<file path="config.mk">
export PLATFORM = sky130hd
export DESIGN_NAME = bp_gshare_tracker
export DESIGN_NICKNAME = d
export VERILOG_FILES = /design/src/rtl/bp_gshare_tracker.sv
export SDC_FILE = /design/constraint.sdc
export NUM_CORES = 1
export LEC_CHECK = 0
export ABC_CLOCK_PERIOD_IN_PS = 4600
export CORE_UTILIZATION = 56
export CTS_CLUSTER_SIZE = 16
export DETAILED_ROUTE_END_ITERATION = 6
export GPL_ROUTABILITY_DRIVEN = 0
export GPL_TIMING_DRIVEN = 1
export PLACE_DENSITY = 0.77
export SETUP_SLACK_MARGIN = 0.2
export SYNTH_ARGS = -nofsm -noshare
export SYNTH_HDL_FRONTEND = slang
export SYNTH_SLANG_ARGS = --single-unit
export TNS_END_PERCENT = 20
</file>
<file path="constraint.sdc">
create_clock -name clk -period 4.6 [get_ports clk]
set_input_delay 0.69 -clock clk [delete_from_list [all_inputs] [get_ports clk]]
set_output_delay 0.69 -clock clk [all_outputs]
set_load 0.02 [all_outputs]
</file>
<file path="src/rtl/bp_gshare_tracker.sv">
// bp_gshare_tracker: gshare 2^IDX_W counter predictor with tag-tracked in-flight branches and GHR repair
module bp_gshare_tracker #(
  parameter int TAG_W = 4,
  parameter int DEPTH = 16,
  parameter int IDX_W = 4,
  parameter int CTR_W = 2,
  parameter int HIST_W = 4,
  parameter int CTR_INIT = 1
) (
  input  logic                         clk,
  input  logic                         rst,
  input  logic                         rdy,
  input  logic [IDX_W-1:0]             lookup_idx,
  output logic                         jump,
  input  logic                         pred_valid,
  input  logic [TAG_W-1:0]             pred_tag,
  input  logic [IDX_W-1:0]             pred_idx,
  input  logic                         pred_taken,
  output logic                         full,
  input  logic                         res_valid,
  input  logic [TAG_W-1:0]             res_tag,
  input  logic                         res_taken,
  output logic                         mis_valid,
  output logic [TAG_W-1:0]             mis_tag,
  input  logic                         flush,
  output logic [HIST_W-1:0]            ghr,
  output logic [$clog2(DEPTH+1)-1:0]   count
);
  localparam int CW = $clog2(DEPTH + 1);
  localparam int IW = DEPTH > 1 ? $clog2(DEPTH) : 1;
  localparam int NC = 1 << IDX_W;
  localparam logic [CTR_W-1:0] CMAX = '1;
  logic [CTR_W-1:0]  ctr [NC];
  logic [DEPTH-1:0]  busy;
  logic [DEPTH-1:0]  edir;
  logic [TAG_W-1:0]  etag [DEPTH];
  logic [IDX_W-1:0]  ehidx [DEPTH];
  logic [HIST_W-1:0] esnap [DEPTH];
  logic [IDX_W-1:0]  ghr_x;
  logic              hit, free_ok, res_hit, alloc, mis;
  logic [IW-1:0]     hit_i, free_i;
  logic [IDX_W-1:0]  hsel;
  logic [CTR_W-1:0]  cur;
  logic [CW-1:0]     count_nxt;
  assign ghr_x = IDX_W'(ghr);
  assign jump = ctr[lookup_idx ^ ghr_x][CTR_W-1];
  // descending scan so the lowest matching / free index is the last one written
  always_comb begin
    hit = 1'b0;
    hit_i = '0;
    free_ok = 1'b0;
    free_i = '0;
    for (int i = DEPTH - 1; i >= 0; i--) begin
      if (busy[i] && etag[i] == res_tag) begin
        hit = 1'b1;
        hit_i = IW'(i);
      end
      if (!busy[i]) begin
        free_ok = 1'b1;
        free_i = IW'(i);
      end
    end
  end
  assign res_hit = res_valid && hit;
  assign alloc = pred_valid && !full && !flush && free_ok;
  assign mis = res_hit && (res_taken != edir[hit_i]);
  assign hsel = ehidx[hit_i];
  assign cur = ctr[hsel];
  assign count_nxt = flush ? '0 : count + CW'(alloc) - CW'(res_hit);
  always_ff @(posedge clk) begin
    if (rst) begin
      for (int i = 0; i < NC; i++) ctr[i] <= CTR_W'(CTR_INIT);
      busy <= '0;
      ghr <= '0;
      count <= '0;
      full <= 1'b0;
      mis_valid <= 1'b0;
      mis_tag <= '0;
    end else if (rdy) begin
      if (res_hit) begin
        ctr[hsel] <= res_taken ? (cur == CMAX ? cur : cur + 1'b1) : (cur == '0 ? cur : cur - 1'b1);
        busy[hit_i] <= 1'b0;
      end
      if (alloc) begin
        busy[free_i] <= 1'b1;
        etag[free_i] <= pred_tag;
        ehidx[free_i] <= pred_idx ^ ghr_x;
        edir[free_i] <= pred_taken;
        esnap[free_i] <= ghr;
      end
      if (flush) busy <= '0;
      ghr <= mis ? {esnap[hit_i][HIST_W-2:0], res_taken} : alloc ? {ghr[HIST_W-2:0], pred_taken} : ghr;
      count <= count_nxt;
      full <= count_nxt == CW'(DEPTH);
      mis_valid <= mis;
      if (mis) mis_tag <= res_tag;
    end
  end
endmodule

</file>
# Yosys cells after proc, flatten, opt, wreduce, memory -nomap -nowiden
# Memories as Yosys holds them, arrays and structs flattened.
# Cells that the tools add are included.
[classes] addsub=4 multipliers=0 n_div=0 order_cmp=4 n_eq_ne=19 shifts=0 mux=95 n_bitwise=6 n_reduce_logical=31
[op_table] operator="$mux 4" n=35
[op_table] operator="$mux 16" n=5
[op_table] operator="$eq 4x4->1" n=16
[op_table] operator="$mux 1" n=46
[op_table] operator="$logic_and 1x1->1" n=23
[op_table] operator="$and 16x16->16" n=1
[op_table] operator="$bwmux 16" n=1
[op_table] operator="$not 16->16" n=1
[op_table] operator="$or 16x16->16" n=1
[op_table] operator="$lt 4x5->1 const B" n=2
[op_table] operator="$demux 1 s4" n=2
[op_table] operator="$ge 4x1->1 const B" n=2
[op_table] operator="$mux 2" n=4
[op_table] operator="$xor 4x4->4" n=2
[op_table] operator="$add 5x1->5" n=1
[op_table] operator="$eq 5x5->1 const B" n=1
[op_table] operator="$mux 5" n=1
[op_table] operator="$sub 5x1->5" n=1
[op_table] operator="$bmux 1 s4" n=1
[op_table] operator="$reduce_and 2->1" n=2
[op_table] operator="$reduce_and 3->1" n=1
[op_table] operator="$add 2x1->2 const B" n=1
[op_table] operator="$eq 2x2->1 const B" n=1
[op_table] operator="$logic_not 1->1" n=2
[op_table] operator="other kinds (6)" n=6
[word_totals] reg_bits=47 latchBits=0 mem_bits_rw=224 romBits=0 inputBits=24 output_inout_bits=16 word_cells=170 memories=4
[mem_list] memory="ehidx" depth=16 width=4 read_ports=1 rd_ports_with_merged_regs=0 wr=1 line_no="37" rtl="logic [IDX_W-1:0] ehidx [DEPTH];"
[mem_list] memory="esnap" depth=16 width=4 read_ports=1 rd_ports_with_merged_regs=0 wr=1 line_no="38" rtl="logic [HIST_W-1:0] esnap [DEPTH];"
[mem_list] memory="etag" depth=16 width=4 read_ports=16 rd_ports_with_merged_regs=0 wr=1 line_no="36" rtl="logic [TAG_W-1:0] etag [DEPTH];"
[mem_list] memory="ctr" depth=16 width=2 read_ports=2 rd_ports_with_merged_regs=0 wr=16 line_no="33" rtl="logic [CTR_W-1:0] ctr [NC];"

# Longest topological paths before layout
# Gate-level depths: netlist of the first run.
[depth] word_depth=30 ltp_mapped=21

# Worst setup path before layout of the first run
# Ideal clock, no wire load.
[synth_path] kind="input-to-reg" from="input port res_tag[1]" to="memory ctr[14][0] (data pin)" arrival_ps=4219 required_time_ps=4328 slack_ps=109 stages=15 n_path_buf=3 cell_sequence="buf_6 buf_6 xor2_1 nor3_1 nand3_1 a211oi_1 o31ai_2 a21o_1 or4_4 a311oi_4 buf_6 mux2i_1 inv_1 maj3_2 or4b_1"
[synth_lines] item="start, declared" line_no="21" rtl="input logic [TAG_W-1:0] res_tag,"
[synth_lines] item="end, declared" line_no="33"

==> qor.txt, run 1 <==
Core Region -> 0.0212 mm²
final-layout setup total negative slack -> 0 ps
Reg2Reg Launch Point -> etag[10][2]$_DFFE_PP_
power density relative to cell area -> 331 mW/mm²
start point of the critical path -> res_tag[2]
most used cell along the critical path -> sky130_fd_sc_hd__or4_4
# IOs -> 40
Hold Crit Start -> mis_tag[3]$_SDFFE_PP0P_
die span in y -> 149 µm
GRT Residual Overflow -> 0
fraction of the cycle the final worst path needs -> 97.9%
achievable frequency -> 0.222 GHz
sequential fraction of the synthesis area -> 60.4%
setup repair after global routing missed its margin -> true
Starting DRT DRC Count -> 973
depth of the worst register-to-register path -> 14
number of instances in the synthesized netlist -> 995
worst path arrival time -> 4770 ps
worst-margin pin slew -> 1250 ps
most common cell after layout, fill and taps aside -> sky130_fd_sc_hd__edfxtp_1
area fraction of the dominant cell type after synthesis -> 55.3%
GR Util All Layers -> 28.5%
worst endpoint required time -> 4870 ps
count of vias placed by the detailed router -> 9230
Avg WL per Cell -> 22.7 µm
Inserted Clock Buffers -> 26
count of flip-flops with a built-in enable after synthesis -> 224
clock buffer depth -> 3
async set or reset register ratio after synthesis -> 0%
max-cap viol count -> 0
cell leakage power -> 5.50 nW
clock-pin slew of the registers on the worst-case setup and hold paths -> 60 ps
antenna violations before repair -> 0
minimum clock period after layout -> 4500 ps
setup slack of the critical path after layout -> 98.4 ps
Crit Path Class -> in2reg
# hold bufs at CTS -> 0
post-synth design cell area -> 0.0122 mm²
HPWL Detailed -> 21000 µm
Synth area leaders -> sky130_fd_sc_hd__edfxtp_1, sky130_fd_sc_hd__dfxtp_1, sky130_fd_sc_hd__xor2_1
average instance area after synthesis -> 12.2 µm²
worst slew margin relative to its limit -> 16.2%
largest net degree at the start of global routing -> 53
number of nets with antenna violations after detailed routing -> 0
Cells on Worst Hold Path -> 2
post-detailed-route DRC marker count -> 0
cell breakdown of the critical path -> clkdlybuf4s15_1 -> buf_12 -> buf_4 -> xnor2_1 -> nand2_1 -> nor4_2 -> or4_4 -> or4_4 -> nor2_1 -> or4_4 -> a311oi_4 -> buf_6 -> buf_12 -> mux2i_4 -> inv_1 -> maj3_2 -> or4b_1
effective utilization at floorplan -> 57.5%
run status -> complete, no violations
WL final -> 33400 µm
ant diodes -> 0
Area growth syn-to-layout -> 27.5%
number of max-slew violations in the final report -> 0
flops & latches, synth -> 255
clock latency at the later pin of the worst-skew pair -> 540 ps
Worst Clk Skew -> 6.55 ps
endpoint kind of the worst setup timing path -> flop
quantity of I/O buffers inserted on ports -> 39
clock tree sinks -> 255
Post-Place Worst Slack -> -426 ps
H-tree depth -> 1
ratio of cells with drive above 1 in the final layout -> 26.8%
Die Footprint -> 0.0223 mm²
kind of launch point of the worst setup path -> input port
root buffer cell -> sky130_fd_sc_hd__clkbuf_16
VDD IR-drop max -> 0.000243 V
vias per inst -> 6.26
placed standard-cell area -> 0.0138 mm²
Main synth FF type -> sky130_fd_sc_hd__edfxtp_1
Final setup violation count -> 0
Warnings, synthesis -> 0
wire length of the first global-routing pass -> 48100 µm
final instance area -> 0.0155 mm²
Yosys cell types -> 77
standard-cell row count -> 53
maximum fanout count along the critical path -> 8
delay of the slowest cell on the worst path -> 540 ps
drt first pass iters -> 6
classification of the worst-slack hold path -> reg2reg
Yosys top cell by area -> sky130_fd_sc_hd__edfxtp_1
Worst path slowest cell -> sky130_fd_sc_hd__or4_4
TritonCTS clock tree -> yes
commonest cells after routing, fill and taps aside -> sky130_fd_sc_hd__edfxtp_1, sky130_fd_sc_hd__buf_4, sky130_fd_sc_hd__nand2_1
Chip Width -> 149 µm
net count after synthesis -> 1025
fin nets -> 1212
vias in the first global route -> 8620
final hold violation count -> 0
final timing paths:
path         slack (ps)                  endpoint
max                 100  ctr[15][0]$_SDFFCE_PN1P_
min                 480   mis_tag[3]$_SDFFE_PP0P_
max reg2reg         370  ctr[15][0]$_SDFFCE_PN1P_
min reg2reg         480   mis_tag[3]$_SDFFE_PP0P_
critical path: cells and delay by family:
| family | cells | cell delay, ps |
|---|---|---|
| multiplexers | 1 | 220 |
| AO/OA/AOI/OAI | 1 | 270 |
| XOR/XNOR | 1 | 200 |
| AND/OR/NAND/NOR | 7 | 2220 |
| buffers and inverters | 6 | 870 |
| adder cells (fa/ha/maj) | 1 | 300 |
where the power goes:
group          switching [mW]  total [mW]  internal [mW]
Sequential            0.00666        2.53           2.53
Combinational           0.158       0.277          0.119
Clock                   0.899        2.32           1.43
Total                    1.06        5.14           4.07
cell type report:
cell class	count	area, µm²
Timing Repair Buffer	216	1910
Inverter	18	67.6
Tap cell	275	344
Fill cell	1302	5640
Clock inverter	19	283
Multi-Input combinational cell	665	4910
Sequential cell	255	7350
Clock buffer	27	654
synth_stat cells (6+ instances only):
cell type and n:
sky130_fd_sc_hd__buf_6 9, sky130_fd_sc_hd__nand3_1 44, sky130_fd_sc_hd__nand2_1 85, sky130_fd_sc_hd__nor3_1 17, sky130_fd_sc_hd__a311o_1 9, sky130_fd_sc_hd__mux2_2 15, sky130_fd_sc_hd__nand4_1 10, sky130_fd_sc_hd__dfxtp_1 31
sky130_fd_sc_hd__nor2_1 78, sky130_fd_sc_hd__o21ai_0 50, sky130_fd_sc_hd__a22oi_1 19, sky130_fd_sc_hd__nand2b_1 24, sky130_fd_sc_hd__maj3_1 13, sky130_fd_sc_hd__or4_1 6, sky130_fd_sc_hd__nor2b_1 7, sky130_fd_sc_hd__mux2i_1 37
sky130_fd_sc_hd__xor2_1 52, sky130_fd_sc_hd__xnor2_1 24, sky130_fd_sc_hd__and2_1 9, sky130_fd_sc_hd__clkbuf_1 40, sky130_fd_sc_hd__nor4b_1 7, sky130_fd_sc_hd__or2_2 10, sky130_fd_sc_hd__and3_1 16, sky130_fd_sc_hd__nor4_1 11
sky130_fd_sc_hd__inv_1 17, sky130_fd_sc_hd__o22ai_1 6, sky130_fd_sc_hd__a21oi_1 23, sky130_fd_sc_hd__edfxtp_1 224
cells by family after synthesis:
| logic type | share of synthesized area (%) |
|---|---|
| muxes | 5.17 |
| DFF | 60.4 |
| AOI/OAI and AO/OA | 8.87 |
| xor gates and xnor gates | 5.47 |
| adders and majority gates | 1.93 |
| buffers and inverters | 2.98 |
| and+or+nand+nor | 15.2 |
flip-flops by register name, indices dropped and copies added, names as in the netlist:
register,count
etag,64
ctr,32
ehidx,64
count,5
mis_tag,4
ghr,4
full,1
esnap,48
mis_valid,1
edir,16
busy,16
metal layers:
| layer | track usage, % | wire length, µm | vias to the layer above | share of wire, % |
|---|---|---|---|---|
| li1 | - | - | 4083 | - |
| met1 | 40.3 | 13300 | 4461 | 40 |
| met2 | 45.7 | 15600 | 566 | 47 |
| met3 | 4.04 | 3200 | 120 | 9.6 |
| met4 | 8.98 | 1360 | 0 | 4.1 |
| met5 | 0 | 0 | - | 0 |
through the flow:
stage	hold WS [ps]	instances	total power [mW]	util, %
finish	478	1475	5.14	73.3
CTS	484	1452	5.11	71.1
detailed placement	474	1397	2.82	65.3
floorplan	513	995	2.72	-
global route	509	1475	5.24	73.3
global placement	460	1397	2.81	65.3
repair_timing:
item,4_1_cts,5_1_grt
gates cloned,2,0
pin swaps,11,27
setup buffers,7,23
endpoints found under the setup margin,16,63
gates resized for setup,31,57
Note: power is estimated with default switching activity, not from simulation.
==> inputs of run 2 (changes only) <==
--- a/config.mk
+++ b/config.mk
@@ -6,6 +6,7 @@
 export NUM_CORES = 1
 export LEC_CHECK = 0
 export ABC_CLOCK_PERIOD_IN_PS = 4600
+export CORE_MARGIN = 5
 export CORE_UTILIZATION = 56
 export CTS_CLUSTER_SIZE = 16
 export DETAILED_ROUTE_END_ITERATION = 6
==> run 2 against run 1 <==
Non-clock buffer count grew 4. Cell count grew 0.47%. Largest cell class unchanged. Combinational power is essentially flat. First-iteration DRC count grew 8.4%. Clock power shrank 10%. Total power shrank 4.7%. Highest routed layer unchanged.
==> qor.txt, run 2 (synthesis results as in run 1) <==
WL final -> 34100 µm (+2.0%)
fraction of the cycle the final worst path needs -> 94.6% (-3.3 points)
ant diodes -> 0 (unchanged)
run status -> complete, no violations
global routing usage on met3 -> 4.12% (+0.088 points)
cell leakage power -> 5.41 nW (-1.6%)
commonest cells after routing, fill and taps aside -> sky130_fd_sc_hd__edfxtp_1, sky130_fd_sc_hd__buf_4, sky130_fd_sc_hd__nand2_1
vias in the first global route -> 9088 (+5.4%)
GRT Residual Overflow -> 0 (unchanged)
vias per inst -> 6.28 (+0.28%)
Avg WL per Cell -> 23.0 µm (+1.5%)
Inserted Clock Buffers -> 25 (-3.8%)
post-detailed-route DRC marker count -> 0 (unchanged)
Fin Hold WS -> 485 ps (+6.66 ps)
H-tree depth -> 1 (unchanged)
final hold violation count -> 0 (unchanged)
ratio of cells with drive above 1 in the final layout -> 27.0% (+0.29 points)
VDD IR-drop max -> 0.000266 V (+9.1%)
worst-margin pin slew -> 1160 ps (-91.3 ps)
most common cell after layout, fill and taps aside -> sky130_fd_sc_hd__edfxtp_1
worst endpoint required time -> 4850 ps (-20 ps)
final instance area -> 0.0154 mm² (-0.90%)
Area growth syn-to-layout -> 26.3%
quantity of I/O buffers inserted on ports -> 39 (unchanged)
maximum fanout count along the critical path -> 7 (-1)
worst path arrival time -> 4600 ps (-170 ps)
setup repair after global routing missed its margin -> false
count of vias placed by the detailed router -> 9300 (+0.76%)
achievable frequency -> 0.230 GHz (+3.4%)
wire length of the first global-routing pass -> 51200 µm (+6.5%)
registers with the highest flip-flop counts -> ehidx (64), etag (64), esnap (48)
number of nets with antenna violations after detailed routing -> 0 (unchanged)
Chip Width -> 157 µm (+5.4%)
max-cap viol count -> 0 (unchanged)
Util after Layout -> 71.1% (-2.2 points)
power density relative to cell area -> 318 mW/mm² (-3.8%)
final total power -> 4.90 mW (-4.7%)
clock tree sinks -> 255 (unchanged)
root buffer cell -> sky130_fd_sc_hd__clkbuf_16
GR Util All Layers -> 26.5% (-2.0 points)
Worst Clk Skew -> 15.8 ps (+9.23 ps)
antenna violations before repair -> 0 (unchanged)
minimum clock period after layout -> 4350 ps (-150 ps)
# IOs -> 40 (unchanged)
Die Footprint -> 0.0248 mm² (+11%)
met1 usage -> 37.2% (-3.1 points)
number of max-slew violations in the final report -> 0 (unchanged)
drt first pass iters -> 6 (unchanged)
Int Power -> 3.86 mW (-5.2%)
standard-cell row count -> 54 (+1.9%)
clock-pin slew of the registers on the worst-case setup and hold paths -> 70 ps (about the same)
Crit Path Class -> in2reg
largest net degree at the start of global routing -> 53 (unchanged)
TritonCTS clock tree -> yes
Final setup violation count -> 0 (unchanged)
worst slew margin relative to its limit -> 22.3% (+6.1 points)
Post-Place Worst Slack -> -460 ps (-34.8 ps)
portion of total power attributed to combinational logic -> 5.7% (+0.3 points)
clock latency at the later pin of the worst-skew pair -> 530 ps (about the same)
flop-to-flop setup slack -> 480 ps (+110 ps)
classification of the worst-slack hold path -> reg2reg
fin nets -> 1215 (+0.25%)
die span in y -> 157 µm (+5.4%)
placed standard-cell area -> 0.0139 mm² (+0.43%)
part of the total power dissipated in the clock network -> 42.5% (-2.8 points)
global routing met2 resource utilization -> 43.6% (-2.1 points)
Core Region -> 0.0216 mm² (+2.2%)
clock buffer depth -> 3 (unchanged)
Starting DRT DRC Count -> 1055 (+8.4%)
switching power as a share of total power -> 21.1% (+0.40 points)
part of the power in registers -> 51.8% (+2.5 points)
net switching power -> 1.03 mW (-2.8%)
endpoint kind of the worst setup timing path -> flop
setup slack of the critical path after layout -> 248 ps (+150 ps)
layer carrying the most global-route usage -> met2
kind of launch point of the worst setup path -> input port
effective utilization at floorplan -> 56.3% (-1.2 points)
HPWL Detailed -> 21400 µm (+1.8%)
## run 2: changes by cell type in the layout (fill, tap and decap cells not counted), sizes merged
cell           delta
buf               +5
bufbuf            -1
bufinv            -3
clkbuf            +2
clkdlybuf4s15     -1
clkinvlp          +3
dlymetal6s2s      -2
inv               -1
## run 2: what timing repair did
item / CTS / global route
gates resized for setup: 52 / 38
pin swaps: 13 / 25
hold buffers: 0 / 0
endpoints found under the setup margin: 45 / 63
gates cloned: 2 / 0
buffers inserted: 22 / 10
## run 2: power groups by stage
stage                     Clock, mW  Sequential [mW]  Combinational (mW)
after detailed placement          0             2.58               0.240
after floorplan                   0             2.59               0.131
after global routing           2.19             2.53               0.297
after CTS                      2.08             2.53               0.265
final                          2.08             2.53               0.280
after global placement            0             2.58               0.234
## run 2: layout make-up
type	count	area [µm²]
clock buffers	26	629
clock inverters	18	196
multi-input cells	665	4850
inverters	18	67.6
flip-flops and latches	255	7350
repair buffers	220	1930
well taps	280	350
fillers	1364	6250
## run 2: per-layer routing
layer,part of all wire (%),vias up
met2,48,586
met4,2.8,0
met5,0,-
met3,10,97
met1,39,4519
li1,-,4098
## run 2: critical path, stage by stage
cell,delay [ps]
sky130_fd_sc_hd__clkdlybuf4s15_1,210
sky130_fd_sc_hd__buf_12,160
sky130_fd_sc_hd__buf_12,150
sky130_fd_sc_hd__xor2_1,280
sky130_fd_sc_hd__nor4_4,120
sky130_fd_sc_hd__or4_4,590
sky130_fd_sc_hd__nand3_4,100
sky130_fd_sc_hd__o22ai_1,90
sky130_fd_sc_hd__or4_4,530
sky130_fd_sc_hd__a311oi_4,360
sky130_fd_sc_hd__buf_12,180
sky130_fd_sc_hd__mux2i_4,240
sky130_fd_sc_hd__inv_2,50
sky130_fd_sc_hd__maj3_2,310
sky130_fd_sc_hd__or4b_4,530
## run 2: per-stage QoR
stage,TNS (ps),cells
finish,0,1482
global route,0,1482
CTS,0,1472
detailed placement,-18940,1404
global placement,-12070,1404
floorplan,0,995
## run 2: path summary, 6_finish.rpt
path / endpoint / depth (start not counted) / startpoint
setup / recovery: ctr[14][0]$_SDFFCE_PN1P_ / 15 / res_tag[3]
setup reg to reg: ctr[14][0]$_SDFFCE_PN1P_ / 14 / etag[9][3]$_DFFE_PP_
hold / removal: mis_tag[1]$_SDFFE_PP0P_ / 2 / mis_tag[1]$_SDFFE_PP0P_
hold reg to reg: mis_tag[1]$_SDFFE_PP0P_ / 2 / mis_tag[1]$_SDFFE_PP0P_
==> inputs of run 3 (changes only) <==
--- a/config.mk
+++ b/config.mk
@@ -7,12 +7,13 @@
 export LEC_CHECK = 0
 export ABC_CLOCK_PERIOD_IN_PS = 4600
 export CORE_MARGIN = 5
-export CORE_UTILIZATION = 56
+export CORE_UTILIZATION = 58
 export CTS_CLUSTER_SIZE = 16
 export DETAILED_ROUTE_END_ITERATION = 6
+export DONT_BUFFER_PORTS = 1
 export GPL_ROUTABILITY_DRIVEN = 0
 export GPL_TIMING_DRIVEN = 1
-export PLACE_DENSITY = 0.77
+export PLACE_DENSITY = 0.76
 export SETUP_SLACK_MARGIN = 0.2
 export SYNTH_ARGS = -nofsm -noshare
 export SYNTH_HDL_FRONTEND = slang
==> run 3 against run 2 <==
Clock-buffer cell count is 3 higher. Via count is 11% lower. Critical endpoint is now ctr[4][0]$_SDFFCE_PN1P_. Register-to-register slack worse by 70 ps. Cell count is 11% lower. Critical path depth is 2 lower. Core utilization is 5.8 points lower. Wire length is 14% lower. Sequential power hardly changed. Fmax is 3.7% higher. Global-route usage is 2.0 points lower. Die area is 3.2% lower.
==> qor.txt, run 3 (synthesis results as in run 1) <==
run status -> complete, no violations
HPWL Detailed -> 19600 µm (-8.5%)
Final setup violation count -> 0 (unchanged)
# hold bufs at CTS -> 0 (unchanged)
worst endpoint required time -> 4880 ps (+30 ps)
# IOs -> 40 (unchanged)
part of the total power dissipated in the clock network -> 44.1% (+1.6 points)
H-tree depth -> 1 (unchanged)
ratio of cells with drive above 1 in the final layout -> 14.1% (-13 points)
clock tree sinks -> 255 (unchanged)
Inserted Clock Buffers -> 26 (+4.0%)
commonest cells after routing, fill and taps aside -> sky130_fd_sc_hd__edfxtp_1, sky130_fd_sc_hd__nand2_1, sky130_fd_sc_hd__nor2_1
setup bufs post-CTS -> 0 (-100%)
TritonCTS clock tree -> yes
final-layout setup total negative slack -> 0 ps (unchanged)
worst slew margin relative to its limit -> 28.1% (+5.8 points)
Starting DRT DRC Count -> 924 (-12%)
minimum clock period after layout -> 4190 ps (-157 ps)
fraction of the cycle the final worst path needs -> 91.2% (-3.4 points)
die span in y -> 155 µm (-1.6%)
effective utilization at floorplan -> 58.4% (+2.2 points)
cell leakage power -> 4.54 nW (-16%)
Fin Hold WS -> 220 ps (-265 ps)
Crit Path Class -> reg2reg
final hold violation count -> 0 (unchanged)
max-cap viol count -> 0 (unchanged)
clock latency at the later pin of the worst-skew pair -> 540 ps (about the same)
setup repair after global routing missed its margin -> true
portion of total power attributed to combinational logic -> 3.1% (-2.6 points)
post-detailed-route DRC marker count -> 0 (unchanged)
Core Region -> 0.0208 mm² (-3.7%)
WL final -> 29200 µm (-14%)
switching power as a share of total power -> 20.0% (-1.1 points)
worst-margin pin slew -> 1080 ps (-86.3 ps)
number of nets with antenna violations after detailed routing -> 0 (unchanged)
final total power -> 4.80 mW (-1.9%)
VDD IR-drop max -> 0.000250 V (-5.8%)
registers with the highest flip-flop counts -> ehidx (64), etag (64), esnap (48)
worst path arrival time -> 4470 ps (-130 ps)
most common cell after layout, fill and taps aside -> sky130_fd_sc_hd__edfxtp_1
clock-pin slew of the registers on the worst-case setup and hold paths -> 60 ps (about the same)
root buffer cell -> sky130_fd_sc_hd__clkbuf_16
vias per inst -> 6.29 (+0.27%)
vias in the first global route -> 8029 (-12%)
largest net degree at the start of global routing -> 54 (+1.9%)
drt first pass iters -> 7 (+1)
clock buffer depth -> 3 (unchanged)
wire length of the first global-routing pass -> 45800 µm (-11%)
fin nets -> 1053 (-13%)
Chip Width -> 155 µm (-1.6%)
Worst Clk Skew -> 9.60 ps (-6.19 ps)
power density relative to cell area -> 354 mW/mm² (+11%)
antenna violations before repair -> 0 (unchanged)
Area growth syn-to-layout -> 11.7%
standard-cell row count -> 53 (-1.9%)
part of the power in registers -> 52.8% (+1.0 points)
maximum fanout count along the critical path -> 25 (+18)
kind of launch point of the worst setup path -> flop
final cell count without fillers -> 1315 (-11%)
ant diodes -> 0 (unchanged)
quantity of I/O buffers inserted on ports -> 0 (-100%)
Util after Layout -> 65.3% (-5.8 points)
net switching power -> 0.960 mW (-7.1%)
endpoint kind of the worst setup timing path -> flop
number of max-slew violations in the final report -> 0 (unchanged)
count of vias placed by the detailed router -> 8274 (-11%)
total placed cells including tap cells -> 1270 (-9.5%)
GRT Residual Overflow -> 0 (unchanged)
Avg WL per Cell -> 22.2 µm (-3.5%)
number of resized instances in the post-cts repair step -> 0 (-100%)
achievable frequency -> 0.238 GHz (+3.7%)
classification of the worst-slack hold path -> in2reg
Die Footprint -> 0.0240 mm² (-3.2%)
Int Power -> 3.84 mW (-0.44%)
GR Util All Layers -> 24.5% (-2.0 points)
## run 3: cell types whose count changed in the layout (fill, tap and decap cells not counted), moves of 4 or more
cell	delta
sky130_fd_sc_hd__xor2_2	-9
sky130_fd_sc_hd__buf_6	-4
sky130_fd_sc_hd__xor2_1	+9
sky130_fd_sc_hd__clkdlybuf4s50_1	-35
sky130_fd_sc_hd__nor3_1	+4
sky130_fd_sc_hd__nand3_1	+4
sky130_fd_sc_hd__nor4b_1	+4
sky130_fd_sc_hd__buf_4	-109
sky130_fd_sc_hd__nor4b_2	-4
sky130_fd_sc_hd__buf_12	-8
## run 3: power by group through the flow
stage | Sequential, mW | Combinational, mW | Clock, mW
floorplan | 2.59 | 0.131 | 0
global placement | 2.59 | 0.144 | 0
detailed placement | 2.59 | 0.148 | 0
CTS | 2.54 | 0.149 | 2.14
global route | 2.54 | 0.164 | 2.25
finish | 2.54 | 0.149 | 2.12
## run 3: final cells by class
class,count,area (µm²)
clock buffers,29,662
fillers,1548,7240
clock inverters,16,193
multi-input cells,665,4520
repair buffers,57,453
well taps,275,344
flip-flops and latches,255,7350
inverters,18,67.6
## run 3: metal layers
metal / up-vias / GRT usage (%) / share of wire, %
met5: - / 0 / 0
met4: 0 / 8.12 / 3.4
met3: 59 / 5.09 / 10
met2: 456 / 38.5 / 46
met1: 3991 / 34.5 / 40
li1: 3768 / - / -
## run 3: path summary, 6_finish.rpt
path	slack, ps	from	to	cells past startpoint
worst max-delay path	410	etag[2][2]$_DFFE_PP_	ctr[4][0]$_SDFFCE_PN1P_	13
worst min-delay path	220	rst	busy[12]$_SDFFE_PP0P_	1
worst max register to register	410	etag[2][2]$_DFFE_PP_	ctr[4][0]$_SDFFCE_PN1P_	13
worst min register to register	580	busy[0]$_SDFFE_PP0P_	busy[0]$_SDFFE_PP0P_	2
## run 3: critical path: stages, from the launching register on
cell,delay (ps)
sky130_fd_sc_hd__edfxtp_1,410
sky130_fd_sc_hd__xor2_1,160
sky130_fd_sc_hd__nor3_1,270
sky130_fd_sc_hd__nand3_1,250
sky130_fd_sc_hd__nand4_1,260
sky130_fd_sc_hd__or4_1,250
sky130_fd_sc_hd__nor2_1,80
sky130_fd_sc_hd__or4_4,550
sky130_fd_sc_hd__a311oi_4,290
sky130_fd_sc_hd__buf_12,240
sky130_fd_sc_hd__mux2_2,350
sky130_fd_sc_hd__maj3_1,360
sky130_fd_sc_hd__mux2i_1,340
sky130_fd_sc_hd__nand2_1,100
## run 3: per-stage QoR
step	cell area [µm²]	setup WS, ps
final	13600	406
after detailed placement	12700	17.8
after CTS	13600	363
after global placement	12700	171
after floorplan	12200	201
after global routing	13600	192
